File: config.mk
export PLATFORM = sky130hd
export DESIGN_NAME = writeback_arbiter_flat
export DESIGN_NICKNAME = d
export VERILOG_FILES = /design/src/rtl/writeback_arbiter_if.sv /design/src/rtl/writeback_arbiter.sv /design/src/flat_wrapper.sv
export SDC_FILE = /design/constraint.sdc
export NUM_CORES = 1
export LEC_CHECK = 0
export CAP_MARGIN = 20
export CORE_ASPECT_RATIO = 0.8
export CORE_MARGIN = 2
export CORE_UTILIZATION = 52
export CTS_CLUSTER_DIAMETER = 100
export DETAILED_ROUTE_END_ITERATION = 7
export PLACE_DENSITY = 0.92
export SLEW_MARGIN = 20
export SYNTH_ARGS = -nofsm -noshare
export SYNTH_HDL_FRONTEND = slang
export SYNTH_SLANG_ARGS = --single-unit
File: constraint.sdc
create_clock -name clock -period 5.8 [get_ports clock]
set_input_delay 1.16 -clock clock [delete_from_list [all_inputs] [get_ports clock]]
set_output_delay 1.16 -clock clock [all_outputs]
set_load 0.02 [all_outputs]
File: src/rtl/writeback_arbiter_if.sv
// rtl/writeback_arbiter_if.sv - writeback arbiter bus: ALU/MDU result inputs, regfile write port, hazard lookup
interface writeback_arbiter_if;
  logic        alu_valid;
  logic [4:0]  alu_addr;
  logic [31:0] alu_data;
  logic        mdu_valid;
  logic [4:0]  mdu_addr;
  logic [31:0] mdu_data;
  logic        mdu_ready;
  logic        wb_we;
  logic [4:0]  wb_addr;
  logic [31:0] wb_data;
  logic [4:0]  rd_addr1;
  logic [4:0]  rd_addr2;
  logic        hz1;
  logic        hz2;
  logic [2:0]  occupancy;

  modport master (
    output alu_valid, alu_addr, alu_data,
    output mdu_valid, mdu_addr, mdu_data,
    input  mdu_ready,
    input  wb_we, wb_addr, wb_data,
    output rd_addr1, rd_addr2,
    input  hz1, hz2, occupancy
  );

  modport slave (
    input  alu_valid, alu_addr, alu_data,
    input  mdu_valid, mdu_addr, mdu_data,
    output mdu_ready,
    output wb_we, wb_addr, wb_data,
    input  rd_addr1, rd_addr2,
    output hz1, hz2, occupancy
  );
endinterface

File: src/rtl/writeback_arbiter.sv
// rtl/writeback_arbiter.sv - single-port regfile writeback arbiter with MDU result FIFO
// Optional pending-write hazard lookup enabled by macro WB_HAZARD_EN.
module writeback_arbiter #(
  parameter int DEPTH = 2
) (
  input  logic                clock,
  input  logic                rst_n,
  writeback_arbiter_if.slave  bus
);

  localparam int PW = (DEPTH > 2) ? 2 : 1;

  typedef enum logic [1:0] {
    SRC_NONE,
    SRC_ALU,
    SRC_FIFO,
    SRC_MDU
  } src_t;

  logic [4:0]    fifo_addr [DEPTH];
  logic [31:0]   fifo_data [DEPTH];
  logic [PW-1:0] wr_ptr;
  logic [PW-1:0] rd_ptr;
  logic [2:0]    occ_q;

  logic          wb_we_q;
  logic [4:0]    wb_addr_q;
  logic [31:0]   wb_data_q;

  src_t          src;
  logic          mdu_ready;
  logic          accept;
  logic          push;
  logic          pop;
  logic [4:0]    win_addr;
  logic [31:0]   win_data;

  function automatic logic [PW-1:0] ptr_next(input logic [PW-1:0] p);
    return (p == PW'(DEPTH - 1)) ? '0 : p + 1'b1;
  endfunction

  // Ready depends only on registered occupancy so a draining pop never opens a full buffer.
  assign mdu_ready = (occ_q < 3'(DEPTH));
  assign accept    = bus.mdu_valid && mdu_ready;

  always_comb begin
    src      = SRC_NONE;
    win_addr = '0;
    win_data = '0;
    if (bus.alu_valid) begin
      src      = SRC_ALU;
      win_addr = bus.alu_addr;
      win_data = bus.alu_data;
    end else if (occ_q != 3'd0) begin
      src      = SRC_FIFO;
      win_addr = fifo_addr[rd_ptr];
      win_data = fifo_data[rd_ptr];
    end else if (accept) begin
      src      = SRC_MDU;
      win_addr = bus.mdu_addr;
      win_data = bus.mdu_data;
    end
  end

  assign push = accept && (src != SRC_MDU);
  assign pop  = (src == SRC_FIFO);

  always_ff @(posedge clock) begin
    if (push) begin
      fifo_addr[wr_ptr] <= bus.mdu_addr;
      fifo_data[wr_ptr] <= bus.mdu_data;
    end
  end

  always_ff @(posedge clock or negedge rst_n) begin
    if (!rst_n) begin
      wr_ptr <= '0;
      rd_ptr <= '0;
      occ_q  <= '0;
    end else begin
      if (push) wr_ptr <= ptr_next(wr_ptr);
      if (pop)  rd_ptr <= ptr_next(rd_ptr);
      case ({push, pop})
        2'b10:   occ_q <= occ_q + 3'd1;
        2'b01:   occ_q <= occ_q - 3'd1;
        default: occ_q <= occ_q;
      endcase
    end
  end

  // Register 0 winners use up the slot but never write; address/data hold for idle cycles.
  always_ff @(posedge clock or negedge rst_n) begin
    if (!rst_n) begin
      wb_we_q   <= 1'b0;
      wb_addr_q <= '0;
      wb_data_q <= '0;
    end else if (src != SRC_NONE && win_addr != 5'd0) begin
      wb_we_q   <= 1'b1;
      wb_addr_q <= win_addr;
      wb_data_q <= win_data;
    end else begin
      wb_we_q   <= 1'b0;
    end
  end

  assign bus.mdu_ready = mdu_ready;
  assign bus.wb_we     = wb_we_q;
  assign bus.wb_addr   = wb_addr_q;
  assign bus.wb_data   = wb_data_q;
  assign bus.occupancy = occ_q;

`ifdef WB_HAZARD_EN
  logic          hz1;
  logic          hz2;
  logic [PW-1:0] idx;
  logic [PW-1:0] off;

  always_comb begin
    hz1 = 1'b0;
    hz2 = 1'b0;
    idx = '0;
    off = '0;
    for (int i = 0; i < DEPTH; i++) begin
      idx = PW'(i);
      off = idx - rd_ptr;
      // An entry is live when its distance from the head is below occupancy.
      if (3'(off) < occ_q) begin
        if (bus.rd_addr1 != 5'd0 && fifo_addr[idx] == bus.rd_addr1) hz1 = 1'b1;
        if (bus.rd_addr2 != 5'd0 && fifo_addr[idx] == bus.rd_addr2) hz2 = 1'b1;
      end
    end
  end

  assign bus.hz1 = hz1;
  assign bus.hz2 = hz2;
`else
  logic unused_rd_addr;
  assign unused_rd_addr = ^{bus.rd_addr1, bus.rd_addr2};
  assign bus.hz1 = 1'b0;
  assign bus.hz2 = 1'b0;
`endif

endmodule

File: src/flat_wrapper.sv
// flat-port wrapper written by rule: the top's interface ports become plain ports
module writeback_arbiter_flat 
#(
  parameter int DEPTH = 2
)
  (clock, rst_n, bus_alu_valid, bus_alu_addr, bus_alu_data, bus_mdu_valid, bus_mdu_addr, bus_mdu_data, bus_mdu_ready, bus_wb_we, bus_wb_addr, bus_wb_data, bus_rd_addr1, bus_rd_addr2, bus_hz1, bus_hz2, bus_occupancy);
  writeback_arbiter_if bus_i ();
  input  logic clock;
  input  logic rst_n;
  input wire logic [$bits(bus_i.alu_valid)-1:0] bus_alu_valid;
  input wire logic [$bits(bus_i.alu_addr)-1:0] bus_alu_addr;
  input wire logic [$bits(bus_i.alu_data)-1:0] bus_alu_data;
  input wire logic [$bits(bus_i.mdu_valid)-1:0] bus_mdu_valid;
  input wire logic [$bits(bus_i.mdu_addr)-1:0] bus_mdu_addr;
  input wire logic [$bits(bus_i.mdu_data)-1:0] bus_mdu_data;
  output wire logic [$bits(bus_i.mdu_ready)-1:0] bus_mdu_ready;
  output wire logic [$bits(bus_i.wb_we)-1:0] bus_wb_we;
  output wire logic [$bits(bus_i.wb_addr)-1:0] bus_wb_addr;
  output wire logic [$bits(bus_i.wb_data)-1:0] bus_wb_data;
  input wire logic [$bits(bus_i.rd_addr1)-1:0] bus_rd_addr1;
  input wire logic [$bits(bus_i.rd_addr2)-1:0] bus_rd_addr2;
  output wire logic [$bits(bus_i.hz1)-1:0] bus_hz1;
  output wire logic [$bits(bus_i.hz2)-1:0] bus_hz2;
  output wire logic [$bits(bus_i.occupancy)-1:0] bus_occupancy;
  assign bus_i.alu_valid = bus_alu_valid;
  assign bus_i.alu_addr = bus_alu_addr;
  assign bus_i.alu_data = bus_alu_data;
  assign bus_i.mdu_valid = bus_mdu_valid;
  assign bus_i.mdu_addr = bus_mdu_addr;
  assign bus_i.mdu_data = bus_mdu_data;
  assign bus_mdu_ready = bus_i.mdu_ready;
  assign bus_wb_we = bus_i.wb_we;
  assign bus_wb_addr = bus_i.wb_addr;
  assign bus_wb_data = bus_i.wb_data;
  assign bus_i.rd_addr1 = bus_rd_addr1;
  assign bus_i.rd_addr2 = bus_rd_addr2;
  assign bus_hz1 = bus_i.hz1;
  assign bus_hz2 = bus_i.hz2;
  assign bus_occupancy = bus_i.occupancy;
  writeback_arbiter #(.DEPTH(DEPTH)) u_core (.clock(clock), .rst_n(rst_n), .bus(bus_i));
endmodule
==> out/metrics.cfg <==
[outcome]
status=complete, no violations

[worst_setup_path]
cp_data_required_time_ns=6.08
critPathTopFamily=buffers and inverters
crit_chain=buf_2 -> or2_1 -> buf_4 -> inv_2 -> a222oi_1 -> nand4_1 -> nor2_4 -> buf_4 -> mux2_2
worstPathArrival_ns=4.52
crit_type=input port to flop
crit_top_cell=buf_4
critPathMaxStageDelay_ns=0.67
slowest_stage=buf_2
crit_fanout=40
cp-start-kind=input port
end_kind=flop
cp_num_buf_inv=4

[sta]
worst_slew_pin_slew_ns=1.127
max_freq_mhz=235.8
relSlewSlack=0.2486
tns_ns=0
skew_ns=0.01081
finalHoldViolations=0
holdWs_ns=0.5018
slew_viol_final=0
fin_crit_ns=4.240
period_share=0.7311
rsz0062_at_grt=no
final-setup-viol-count=0

[clock_tree]
path_clk_slew_ns=0.05
cts_made_buffers=17
clockBufferDepth=2
clock-root-buffer=clkbuf_16
cts.repair.resized=0
htreeDepth=4
cts_tree=built
post_cts_buffers=0
ctsHoldBuffers=0
insertion_delay_ns=0.40
cts_sinks=117

[cells_and_area]
diodes=0
final_layout_size_suffix_gt1_frac=0.1847
multi_input_area_um2=1474
area_growth_pct=38.57
layout_common_cells=117 x clkdlybuf4s50_1, 74 x edfxtp_1, 42 x dfrtp_1
final_common_cell=clkdlybuf4s50_1
seq_area_um2=3299
fill_cells=583
fin_nets=521

[route]
routedWlPerCell_um=20.36
drt_iter0_markers=205
num_vias=3184
first_pass_iters=4
drc=0
wl_mm=11.38
viasPerCell=5.696
ant_nets=0

[global_route]
grt_pass1_wl_mm=17.66
grt_overflow=0
grt_pass1_vias=3421
track_usage=0.2286
antenna_found_initial=0
grt_max_degree=44

[floorplan]
start_util=0.5383
io-pin-count=132
rows=31
dieArea_um2=10190
core_um2=9076
die_h_um=90.70
die_w_um=112.4

[synth]
synth_compound_area_frac=0.1040
ys.flop_type=edfxtp_1
synthSimpleGateAreaFrac=0.01255
synthCells=308
synthAdderAreaFrac=0.006658
ys_seq_area_frac=0.6750
synth-seq-cells=117
synth_top_family_by_area=multiplexers
syn_area_per_cell_um2=15.86
synth_xor_area_frac=0.008963
synth-edff-count=74
ys_warn_count=0
synth.distinct_cells=30
synth_area_um2=4886
async_reset_ff_frac=0.3675
synth.area.mux_share=0.1634

[placement]
place_congestion=0.7705
dpl.hpwl_mm=6.821
io_buffer_count=119

[job]
max_cap_viol_count=0

[pwr]
total_power_uw=3096
leakage_uw=0.002568
power_density_nw_per_um2=457.3
ir_drop_uv=339.8

[worst_hold_path]
hp-class=flop to flop

==> layout make-up <==
| type | instances | area share |
|---|---|---|
| Clock buffer | 22 | 0.06856 |
| Multi-Input combinational cell | 165 | 0.2177 |
| Timing Repair Buffer | 124 | 0.1863 |
| Inverter | 6 | 0.003327 |
| Tap cell | 115 | 0.02125 |
| Sequential cell | 117 | 0.4873 |
| Clock inverter | 10 | 0.01552 |
==> per-layer routing <==
metal	up-vias	part of all wire	GRT usage
li1	1432	-	-
met5	-	0	0
met2	136	0.51	0.3860
met1	1605	0.42	0.2804
met4	0	0.012	0.09451
met3	11	0.061	0.06040
==> cell families after synthesis <==
group / after synthesis
mux: 70
buf+inv: 27
flops: 117
simple gates: 10
xor+xnor: 5
fa+ha+maj: 2
compound gates: 76
other cells: 1
==> cell usage after synthesis, types with 2 or more instances <==
master	n	area [um^2]
edfxtp_1	74	2222
dfrtp_1	43	1076
mux2i_1	34	340.3
a22oi_1	33	247.7
o21ai_0	32	160.2
mux2_2	22	247.7
mux2_4	14	210.2
clkbuf_1	12	45.04
inv_1	5	18.77
nor2_1	5	18.77
a21bo_2	4	40.04
a222oi_1	4	40.04
buf_4	4	30.03
buf_6	3	33.78
xnor2_1	3	26.28
xor2_1	2	17.52
==> final timing paths <==
check	start	slack [ns]	endpoint	cells past startpoint
min reg2reg	u_core.bus.wb_data[28]	0.50	u_core.bus.wb_data[28]	1
max	bus_alu_valid	1.56	u_core.bus.wb_data[25]	9
min	u_core.bus.wb_data[28]	0.50	u_core.bus.wb_data[28]	1
min in group asynchronous	rst_n	0.78	u_core.bus.wb_data[10]	1
max reg2reg	u_core.rd_ptr	2.13	u_core.bus.wb_data[25]	6
max in group asynchronous	rst_n	4.57	u_core.rd_ptr	1
==> metrics by stage <==
step	util	cells	setup WS, ns	instance area, um^2
finish	0.7459	559	1.560	6770
global route	0.7459	559	1.316	6770
CTS	0.7396	557	1.625	6713
detailed placement	0.6769	525	1.253	6143
global placement	0.6769	525	1.257	6143
floorplan	-	309	1.907	4890
==> registers in the layout, indices dropped and copies added, names as in the netlist <==
signal                cells
u_core.bus.wb_addr        5
u_core.bus.wb_data       32
u_core.fifo_data         64
u_core.wr_ptr             1
u_core.rd_ptr             1
u_core.fifo_addr         10
u_core.bus.occupancy      3
u_core.bus.wb_we          1
==> report_power, final <==
group	switching [uW]	internal, uW	total, uW
Clock	348	649	997
Sequential	156	1060	1220
Combinational	404	475	880
Total	908	2190	3100
Power figures use the tool's default switching activity.
